<file path="src/rtl/clk_bringup_seq.sv">
// AD9516 clock bring-up sequencer: power-up wait, timed configuration attempts with
// retries, a lock-stability window before READY, and loss-of-lock supervision.
module clk_bringup_seq #(
    parameter int unsigned PWRUP_CYC        = 1000,
    parameter int unsigned LOCK_TIMEOUT_CYC = 200000,
    parameter int unsigned MAX_RETRY        = 3,
    parameter int unsigned STABLE_CYC       = 256,
    parameter int unsigned REARM_CYC        = 16,
    parameter int unsigned LOL_CYC          = 4
) (
    input  logic       clk,
    input  logic       rst_n,
    input  logic       lock_i,
    input  logic       restart_i,
    output logic       set_ad9516,
    output logic       clk_ready,
    output logic       fail,
    output logic       lol_pulse,
    output logic [2:0] retry_cnt,
    output logic [2:0] state_o
);

    typedef enum logic [2:0] {
        ST_PWRUP  = 3'd0,
        ST_HOLD   = 3'd1,
        ST_CONFIG = 3'd2,
        ST_STABLE = 3'd3,
        ST_READY  = 3'd4,
        ST_FAIL   = 3'd5
    } state_e;

    localparam logic [23:0] PWRUP_LAST   = 24'(PWRUP_CYC - 1);
    localparam logic [23:0] REARM_LAST   = 24'(REARM_CYC - 1);
    localparam logic [23:0] TIMEOUT_LAST = 24'(LOCK_TIMEOUT_CYC - 1);
    localparam logic [23:0] STABLE_LAST  = 24'(STABLE_CYC - 1);
    localparam logic [23:0] LOL_LAST     = 24'(LOL_CYC - 1);
    localparam logic [2:0]  RETRY_LIMIT  = 3'(MAX_RETRY);

    state_e      state_q, state_d;
    logic [23:0] timer_q, timer_d;
    logic [23:0] count_q, count_d;
    logic [2:0]  retry_q, retry_d;
    logic        set_q, set_d;
    logic        ready_q, ready_d;
    logic        fail_q, fail_d;
    logic        lol_q, lol_d;
    logic        lolEvent;
    logic        attemptTimeout;

    // count_q is the stability counter in STABLE and the unlock counter in READY.
    always_ff @(posedge clk or negedge rst_n) begin
        if (!rst_n) begin
            state_q <= ST_PWRUP;
            timer_q <= '0;
            count_q <= '0;
            retry_q <= '0;
            set_q   <= 1'b0;
            ready_q <= 1'b0;
            fail_q  <= 1'b0;
            lol_q   <= 1'b0;
        end else begin
            state_q <= state_d;
            timer_q <= timer_d;
            count_q <= count_d;
            retry_q <= retry_d;
            set_q   <= set_d;
            ready_q <= ready_d;
            fail_q  <= fail_d;
            lol_q   <= lol_d;
        end
    end

    assign attemptTimeout = (timer_q >= TIMEOUT_LAST);

    always_comb begin
        state_d  = state_q;
        timer_d  = timer_q + 24'd1;
        count_d  = count_q;
        retry_d  = retry_q;
        lolEvent = 1'b0;
        if (restart_i) begin
            state_d = ST_HOLD;
            timer_d = '0;
            count_d = '0;
            retry_d = '0;
        end else begin
            case (state_q)
                ST_PWRUP: begin
                    if (timer_q == PWRUP_LAST) begin
                        state_d = ST_CONFIG;
                        timer_d = '0;
                    end
                end
                ST_HOLD: begin
                    if (timer_q == REARM_LAST) begin
                        state_d = ST_CONFIG;
                        timer_d = '0;
                    end
                end
                // The attempt timer keeps running across CONFIG <-> STABLE hops.
                ST_CONFIG, ST_STABLE: begin
                    if (attemptTimeout) begin
                        timer_d = '0;
                        count_d = '0;
                        if (retry_q == RETRY_LIMIT) begin
                            state_d = ST_FAIL;
                        end else begin
                            state_d = ST_HOLD;
                            retry_d = (retry_q == 3'd7) ? retry_q : retry_q + 3'd1;
                        end
                    end else if (state_q == ST_CONFIG) begin
                        if (lock_i) begin
                            state_d = ST_STABLE;
                            count_d = '0;
                        end
                    end else if (!lock_i) begin
                        state_d = ST_CONFIG;
                    end else if (count_q == STABLE_LAST) begin
                        state_d = ST_READY;
                        timer_d = '0;
                        count_d = '0;
                    end else begin
                        count_d = count_q + 24'd1;
                    end
                end
                ST_READY: begin
                    if (lock_i) begin
                        count_d = '0;
                    end else if (count_q == LOL_LAST) begin
                        state_d  = ST_HOLD;
                        timer_d  = '0;
                        count_d  = '0;
                        retry_d  = '0;
                        lolEvent = 1'b1;
                    end else begin
                        count_d = count_q + 24'd1;
                    end
                end
                ST_FAIL: begin
                    state_d = ST_FAIL;
                end
                default: begin
                    state_d = ST_HOLD;
                    timer_d = '0;
                    count_d = '0;
                end
            endcase
        end
    end

    // Outputs are decoded from the next state and registered, so they track state_q exactly.
    always_comb begin
        set_d   = (state_d == ST_CONFIG) || (state_d == ST_STABLE) || (state_d == ST_READY);
        ready_d = (state_d == ST_READY);
        fail_d  = (state_d == ST_FAIL);
        lol_d   = lolEvent;
    end

    assign set_ad9516 = set_q;
    assign clk_ready  = ready_q;
    assign fail       = fail_q;
    assign lol_pulse  = lol_q;
    assign retry_cnt  = retry_q;
    assign state_o    = state_q;

endmodule

</file>
<file path="config.mk">
export PLATFORM = sky130hd
export DESIGN_NAME = clk_bringup_seq
export DESIGN_NICKNAME = d
export VERILOG_FILES = /design/src/rtl/clk_bringup_seq.sv
export SDC_FILE = /design/constraint.sdc
export NUM_CORES = 1
export LEC_CHECK = 0
export BUFFER_PORTS_ARGS = -buffer_cell sky130_fd_sc_hd__buf_2
export CAP_MARGIN = 20
export CORE_ASPECT_RATIO = 0.8
export CORE_UTILIZATION = 50
export DETAILED_ROUTE_END_ITERATION = 8
export GPL_TIMING_DRIVEN = 1
export HOLD_SLACK_MARGIN = 0.02
export PLACE_DENSITY = 0.79
export SYNTH_ARGS = -nofsm -noshare
export SYNTH_HDL_FRONTEND = slang
export SYNTH_SLANG_ARGS = --single-unit
</file>
<file path="constraint.sdc">
create_clock -name clk -period 2.8 [get_ports clk]
set_input_delay 0.42 -clock clk [delete_from_list [all_inputs] [get_ports clk]]
set_output_delay 0.42 -clock clk [all_outputs]
set_load 0.01 [all_outputs]
</file>
[Yosys cells after proc, flatten, opt, wreduce, memory -nomap -nowiden]
Cells that the tools add are included.
Cells by class
  $add $sub $neg: 3
  $lt $le $gt $ge: 1
  equality and inequality tests: 22
  muxes and demuxes: 42
  reduce and logical (&&, ||, !) cells: 8
Operator list (count)
  2-to-1 mux 24 bit: 17
  one-hot mux 24 bit (5 select lines): 1
  one-hot mux 24 bit (3 select lines): 1
  2-to-1 mux 3 bit: 17
  adder 24 x 1 -> 24 bit, second input constant: 2
  equality test 24 x 10 -> 1 bit, second input constant: 1
  equality test 24 x 2 -> 1 bit, second input constant: 1
  equality test 24 x 4 -> 1 bit, second input constant: 1
  equality test 24 x 8 -> 1 bit, second input constant: 1
  >= comparator 24 x 18 -> 1 bit, second input constant: 1
  equality test 3 x 2 -> 1 bit, second input constant: 5
  equality test 3 bit, second input constant: 5
  inequality test 3 bit, second input constant: 5
  one-hot mux 3 bit (5 select lines): 1
  one-hot mux 3 bit (2 select lines): 1
  AND reduction 6 bit: 1
  2-to-1 mux 1 bit: 4
  inequality test 4 bit, second input constant: 1
  adder 3 x 1 -> 3 bit, second input constant: 1
  equality test 3 x 1 -> 1 bit, second input constant: 1
  logical NOT 3 bit: 1
  nonzero test 3 bit: 1
  OR reduction 3 bit: 1
  logical OR 1 bit: 2
  other kinds (3): 3
Word-level totals
  register bits: 58
  output and inout port bits: 10
  word-level logic and storage cells: 84

[Depth between registers and ports, before layout]
Gate-level depths: netlist of run 1.
  word-level depth: 10
  gate-level depth with buffers: 10
  mapped depth without buffers: 8

[Worst setup path after synthesis of run 1]
Ideal clock, no wire load.
  path kind: reg-to-reg
  from: register count_q[17]
  to: register count_q[11]
  library setup time: 0.124 ns
  data arrival time: 2.167 ns
  data required time: 2.676 ns
  slack: 0.509 ns
  stages on the path, launching flop included: 9
  buffers on the path: 3
  clock period less this slack: 2.291 ns
  cells stage by stage: dfrtp_1 > buf_2 > or4_1 > buf_2 > nor3_1 > o32ai_2 > buf_2 > and3_1 > a211o_1
Between the ends
  cells in the longest elaborated chain, start to end: 7
  elaborated cells on any way between the ends: 10
  classes of those cells: 2 x eq/ne; 8 x mux
Ends and longest elaborated chain
  start: declaration: line 41  | logic [23:0] count_q, count_d;
  start signal: assignment: line 64  | count_q <= count_d;
  equality test 24 x 8 -> 1 bit: line 118  | end else if (count_q == STABLE_LAST) begin
  2-to-1 mux 24 bit: line 118
  2-to-1 mux 24 bit: line 116  | end else if (!lock_i) begin
  2-to-1 mux 24 bit: line 111  | end else if (state_q == ST_CONFIG) begin
  2-to-1 mux 24 bit: line 102  | if (attemptTimeout) begin
  one-hot mux 24 bit (3 select lines) *: line 87  | case (state_q)
  2-to-1 mux 24 bit *: line 81  | if (restart_i) begin
Mark *: on every way between the ends. The rest lies on a longest branch, timed or not. The select of a mux whose other input is x is not followed.
A chain may end at the register's enable or synchronous reset.

[Worst setup path after layout of run 1]
  from: register timer_q[15]
  to: register count_q[19]
Between the ends
  cells in the longest elaborated chain, start to end: 4
  elaborated cells on any way between the ends: 6
  classes of those cells: 1 x order compare; 1 x eq/ne; 3 x mux; 1 x reduce/logical
Ends and longest elaborated chain
  start: declaration: line 40  | logic [23:0] timer_q, timer_d;
  start signal: assignment: line 63  | timer_q <= timer_d;
  >= comparator 24 x 18 -> 1 bit *: line 73  | assign attemptTimeout = (timer_q >= TIMEOUT_LAST);
  2-to-1 mux 24 bit: line 102
  one-hot mux 24 bit (3 select lines): line 87
  2-to-1 mux 24 bit: line 81
Mark *: on every way between the ends. The rest lies on a longest branch, timed or not.

==> summary.md, run 1 <==
| Metric | Value |
|---|---|
| Crit. End Element | flop |
| Peak supply drop | between 0.3 and 0.4 mV |
| Max Slew Vio Count | 0 |
| CTS Buffer Depth | 2 |
| Maxcap violations | 0 |
| FF-to-FF setup slack | roughly 77 ps |
| Post-DR vias/cell | 6.32 |
| Core Rows | 26 |
| Setup Skew | ~6.3 ps |
| R2R cell count | 6 |
| Number of synthesized flops with an enable pin | 0 |
| Core Area | approximately 6500 sq um |
| Fin crit share | 97.3% |
| Worst slew margin | 44.2% |
| CTS Hold Bufs | 0 |
| Fill count | 560 |
| CTS Buf Count | 9 |
| Initial Util | approximately 53% |
| Final #Nets | 398 |
| FF+latch count, synth | 58 |
| First-pass GRT wire length | between 10 and 15 mm |
| Hold Crit Class | input pin to asynchronous set/reset pin |
| Outcome | completed |
| Pre-CTS worst setup slack | 188 ps |
| Critical R2R Capture | count_q[19]$_DFFE_PN0P_ |
| Clock Latency Late Sink | roughly 350 ps |
| Port bufs | 13 |
| DIE WIDTH | 94.8 um |
| Post-layout util | around three fifths |
| DP HPWL | 5.55 mm |
| Req. time, crit path | 3040 ps |
| Synthesized cell area | roughly 3400 sq um |
| Number of global-route vias before repair | approximately 2800 |
| RD Place Congestion | between 0.9 and 1 |
| Initial antenna violation count | 0 |
| Routed Antenna Nets | 0 |
| Final Hold Viols | 0 |
| RSZ-0062 raised after global routing | true |
| Max Freq | 367 MHz |
| First-pass detailed-route iteration total | 5 |
| Crit Path Category | flop to flop |
| Post-Route WL | 8.09 mm |
| Max Used Layer | met4 |
| Root Driver | clkbuf_8 |
| Grt total ovfl | 0 |
| # diodes | 0 |
| Design Area, Final | 3830 sq um |
| Reg2reg start | timer_q[15]$_DFF_PN0_ |
| Unique cell type count in the Yosys netlist | 69 |
| # DRC | 0 |
| DRT met1 WL | 3.96 mm |
| Synth async-reset ratio | 100% |
| # IOs | 14 |
| Final worst slack | 76.7 ps |
| Area Growth Syn to Fin | 11.3% |
| Seq/Total Area, Yosys | 42.2% |
| Iter 0 DRT Violations | 266 |
| Clock Sinks | 58 |
| Die area | slightly above 7000 sq um |
| Most instantiated library cell after synthesis | dfrtp_1 |
| Data arrival time of the worst path | 2960 ps |
| Power per cell area | 475 nW/um^2 |
| Placed Area | 3600 sq um |
| Endpoints failing setup | 0 |
| Hold WS | 219 ps |
| Static Leak | 1.70 nW |
| Met3 wire length | 614 um |
| Primary FF master, synth | dfrtp_1 |
| Post-synth top cells | 58 x dfrtp_1, 49 x nor2_1, 30 x nand2_1 |
| Yosys top cell by area | dfrtp_1 |
| Layout cells sized above 1 | 15.2% |
| Syn_nets | 381 |
| Fin crit period | about 2700 ps |
| Per-cell routed wire length | roughly 17 um |
| Ys Warns | 0 |
| Vias | 3022 |
| Clock Pin Slew Worst Setup and Hold Paths | approximately 70 ps |
| Cells after Synth | 372 |
| WL met2 | roughly 3.4 mm |
| Mean area per synthesized cell | 9.26 sq um |
| Max FO, Critical Path | 9 |
| Total track usage | 24.8% |
| Startpoint types | flop |
| Worst Max-Slew Pin Slew | 830 ps |
| CTS tree | built |
| Largest net degree at the start of global routing | 59 |
| Synth top area cells | dfrtp_1 42%, nor2_1 5.3%, xor2_1 3.6% |
| Die extent in y | 76.2 um |
| H-tree depth | 3 |
| Top cell type's share of synthesized area | 42.2% |
[metal layers]
metal	track usage [%]	vias to the layer above
met5	0	-
met4	8.94	0
met3	6.29	13
met2	32.7	124
met1	38.8	1473
li1	-	1412
[worst max-delay path by stage]
stage | from | endpoint | slack, ps | cells past startpoint
final | timer_q[15]$_DFF_PN0_ | count_q[19]$_DFFE_PN0P_ | 80 | 6
after CTS | timer_q[15]$_DFF_PN0_ | count_q[19]$_DFFE_PN0P_ | 160 | 6
after detailed placement | timer_q[15]$_DFF_PN0_ | count_q[19]$_DFFE_PN0P_ | 190 | 6
after global placement | timer_q[15]$_DFF_PN0_ | count_q[4]$_DFFE_PN0P_ | 260 | 6
after floorplan | count_q[17]$_DFFE_PN0P_ | count_q[11]$_DFFE_PN0P_ | 510 | 8
after global routing | timer_q[15]$_DFF_PN0_ | count_q[19]$_DFFE_PN0P_ | -40 | 6
[timing repair]
item,in CTS,in global routing
setup buffers,0,0
setup endpoints to repair,0,3
resized for setup,0,0
[critical path: stages (launching register included)]
cell and delay [ps]:
dfrtp_1 450, nor4_2 350, a21oi_1 100, or2_0 390, o32ai_2 640, nand2_1 300
o41ai_1 390
[report_power, final]
part	internal (mW)	switching, mW
clock network	0.586	0.343
registers	0.841	0.00292
logic	0.0117	0.0369
[area by class of cell]
cell class,instances,area (sq um),share of cell area (%)
multi-input cells,285,1860,48.5
flip-flops and latches,58,1450,37.9
repair buffers,23,140,3.66
clock buffers,10,128,3.33
clock inverters,6,105,2.74
well taps,84,105,2.74
inverters,12,45.0,1.17
[placed cells by master (no fill, tap or decap), types with 3 or more instances in the layout]
master / instances
nor4_1: 13
xnor2_1: 9
nor3_1: 10
o21ai_0: 8
buf_4: 10
and2_1: 5
nand4_1: 13
a211oi_1: 4
nand2b_1: 8
o22ai_1: 3
a31oi_1: 4
xor2_1: 14
a32oi_1: 4
or3_1: 3
inv_1: 11
nand3_1: 23
o211ai_1: 3
a211o_1: 3
ha_1: 5
and4_1: 3
clkbuf_8: 9
o41ai_1: 4
and3_1: 7
dfrtp_1: 58
clkinv_2: 3
bufinv_16: 3
nor2_1: 49
buf_2: 13
nand2_1: 30
or4_1: 3
a21o_1: 5
[kinds of logic (layout without fill, tap and decap cells)]
family / Yosys count / in the layout / synth area share [%]
AOI/OAI and AO/OA: 69 / 69 / 16.7
and+or+nand+nor: 185 / 185 / 28.7
adders and majority gates: 5 / 5 / 1.82
DFF: 58 / 58 / 42.2
buffers and inverters: 29 / 51 / 3.85
muxes: 3 / 3 / 0.945
xor gates and xnor gates: 23 / 23 / 5.85
[stage by stage]
stage          total power [mW]  instances  TNS (ps)
2_1_floorplan             0.880        372         0
3_3_place_gp              0.909        462         0
3_5_place_dp              0.910        462         0
4_1_cts                    1.84        478         0
5_1_grt                    1.88        478     -67.8
6_report                   1.82        478         0
[flip-flops by register name (all words and copies together), names as in the netlist]
register    flops
lol_pulse       1
clk_ready       1
fail            1
count_q        24
timer_q        24
state_o         3
retry_cnt       3
set_ad9516      1
No activity file was read; power rests on OpenSTA's default activity.
==> run 2, diff against run 1 <==
- BUFFER_PORTS_ARGS: -buffer_cell sky130_fd_sc_hd__buf_2 -> -buffer_cell sky130_fd_sc_hd__clkbuf_2
==> run 2 against run 1 <==
Against the previous run: first-iteration DRC count up 43%; clock-buffer cell count increased by 3; via count grew 2.0%.
==> summary.md, run 2 (synthesis results as in run 1) <==
| Metric | Value |
|---|---|
| Outcome | completed |
| Max FO, Critical Path | 15 (+6) |
| Layout cells sized above 1 | 15.4% (+0.21 points) |
| Per-cell routed wire length | 17.6 um (+3.8%) |
| CTS Buffer Depth | 2 (unchanged) |
| Pre-CTS worst setup slack | 233 ps (+45.3 ps) |
| Setup bufs post-CTS | 0 (unchanged) |
| Area Growth Syn to Fin | 11.7% |
| Vias | 3081 (+2.0%) |
| Routed Antenna Nets | 0 (unchanged) |
| Highest-count cells in the layout ignoring fill and taps | 58 x dfrtp_1, 49 x nor2_1, 30 x nand2_1 |
| FF-to-FF setup slack | 200 ps (+120 ps) |
| Iter 0 DRT Violations | 380 (+43%) |
| CTS Buf Count | 9 (unchanged) |
| Static Leak | 1.70 nW (about the same) |
| Worst slew margin | 47.6% (+3.4 points) |
| RD Place Congestion | 0.889 (-2.9%) |
| CTS tree | built |
| Fin cells | 479 (+0.21%) |
| H-tree depth | 3 (unchanged) |
| Resize count post-CTS | 0 (unchanged) |
| Port bufs | 13 (unchanged) |
| Grt total ovfl | 0 (unchanged) |
| Setup TNS | 0 ps (unchanged) |
| Initial antenna violation count | 0 (unchanged) |
| Fin crit share | 93.0% (-4.2 points) |
| Final Hold Viols | 0 (unchanged) |
| Post-Route WL | 8.41 mm (+4.0%) |
| Largest net degree at the start of global routing | 31 (-47%) |
| Endpoints failing setup | 0 (unchanged) |
| Initial Util | 52.9% (unchanged) |
| Seq. cell area | 1450 sq um (unchanged) |
| Biggest registers after layout | count_q: 24 flops, timer_q: 24 flops |
| # diodes | 0 (unchanged) |
| Post-DR vias/cell | 6.43 (+1.7%) |
| Max Slew Vio Count | 0 (unchanged) |
| Final #Nets | 400 (+0.50%) |
| CP endpoint | count_q[5]$_DFFE_PN0P_ |
| Crit. End Element | flop |
| Startpoint types | flop |
| First-pass detailed-route iteration total | 5 (unchanged) |
| # DRC | 0 (unchanged) |
| Crit Path Category | flop to flop |
| Setup Skew | 6.76 ps (+0.508 ps) |
| Clock Latency Late Sink | 340 ps (about the same) |
| R2R cell count | 6 (unchanged) |
| Crit path launch | timer_q[15]$_DFF_PN0_ |
| Die area | 7220 sq um (unchanged) |
| CP max stage delay | 610 ps (-30 ps) |
| CP max-delay cell | o32a_2 |
| Number of global-route vias before repair | 2913 (+5.9%) |
| Total track usage | 25.8% (+0.99 points) |
| RSZ-0062 raised after global routing | false |
| # IOs | 14 (unchanged) |
| Commonest non-fill, non-tap cell in the layout | dfrtp_1 |
| Maxcap violations | 0 (unchanged) |
| Max Freq | 384 MHz (+4.6%) |
| CP cell instances | nor4_2, a21oi_1, or2_0, o32a_2, or4_1, o211ai_1 |
| Root Driver | clkbuf_8 |
| Core Area | 6510 sq um (unchanged) |
| Fin crit period | 2600 ps (-119 ps) |
| Hold Crit Class | input pin to asynchronous set/reset pin |
| Peak supply drop | 0.449 mV (+16%) |
| Die extent in y | 76.2 um (unchanged) |
| Power per cell area | 440 nW/um^2 (-7.4%) |
| Data arrival time of the worst path | 2860 ps (-100 ps) |
| Worst Max-Slew Pin Slew | 786 ps (-43.1 ps) |
| CTS Hold Bufs | 0 (unchanged) |
| First-pass GRT wire length | 14.4 mm (+3.6%) |
| Req. time, crit path | 3050 ps (about the same) |
| Placed cell count | 464 (+0.43%) |
| Hold WS | 152 ps (-67.3 ps) |
| Final worst slack | 196 ps (+119 ps) |
| Clock Sinks | 58 (unchanged) |
| Reg2reg start | timer_q[15]$_DFF_PN0_ |
| Multi-input logic area | 1860 sq um (unchanged) |
| Clock Pin Slew Worst Setup and Hold Paths | 70 ps (about the same) |
| Critical R2R Capture | count_q[5]$_DFFE_PN0P_ |
| DP HPWL | 5.99 mm (+8.0%) |
| Fill count | 571 (+2.0%) |
| Power Total | 1.69 mW (-7.1%) |
| Core Rows | 26 (unchanged) |
| DIE WIDTH | 94.8 um (unchanged) |
run 2: area by class of cell:
class / instances / area share [%]
multi-input cells: 285 / 48.4
flip-flops and latches: 58 / 37.7
repair buffers: 25 / 4.69
clock buffers: 13 / 4.39
well taps: 84 / 2.73
inverters: 12 / 1.17
clock inverters: 2 / 0.911
run 2: where the power goes:
| group | internal [mW] | switching, mW | total, mW | leakage, nW |
|---|---|---|---|---|
| logic | 0.0127 | 0.0373 | 0.0500 | 0.789 |
| clock network | 0.478 | 0.321 | 0.798 | 0.106 |
| registers | 0.842 | 0.00302 | 0.845 | 0.803 |
| total | 1.33 | 0.361 | 1.69 | 1.70 |
run 2: worst max-delay path: cells and delay by family, from the launching register on:
| kind | cells | cell delay (ps) |
|---|---|---|
| AO/OA/AOI/OAI | 3 | 800 |
| flip-flops | 1 | 440 |
| AND/OR/NAND/NOR | 3 | 1270 |
run 2: metal layers:
layer  track usage (%)  wire (um)  share of wire [%]  up-vias
met4              9.70        174                2.1        0
met2              33.7       3440                 41      160
met1              39.3       3900                 46     1485
met3              8.28        885                 11       20
met5                 0          0                  0        -
li1                  -          -                  -     1416
run 2: stage by stage:
step | util [%] | instance area (sq um)
final | 59.1 | 3840
after global routing | 59.1 | 3840
after CTS | 59.1 | 3840
after detailed placement | 56.0 | 3640
after global placement | 56.0 | 3640
after floorplan | - | 3440
run 2: how the worst min path moves through the flow:
stage / from / to / slack (ps) / cells after the start
final: rst_n / timer_q[9]$_DFF_PN0_ / 150 / 1
after global routing: rst_n / timer_q[9]$_DFF_PN0_ / 190 / 1
after CTS: rst_n / timer_q[9]$_DFF_PN0_ / 170 / 1
after detailed placement: timer_q[0]$_DFF_PN0_ / timer_q[0]$_DFF_PN0_ / 460 / 1
after global placement: timer_q[0]$_DFF_PN0_ / timer_q[0]$_DFF_PN0_ / 450 / 1
after floorplan: rst_n / clk_ready$_DFF_PN0_ / 120 / 0
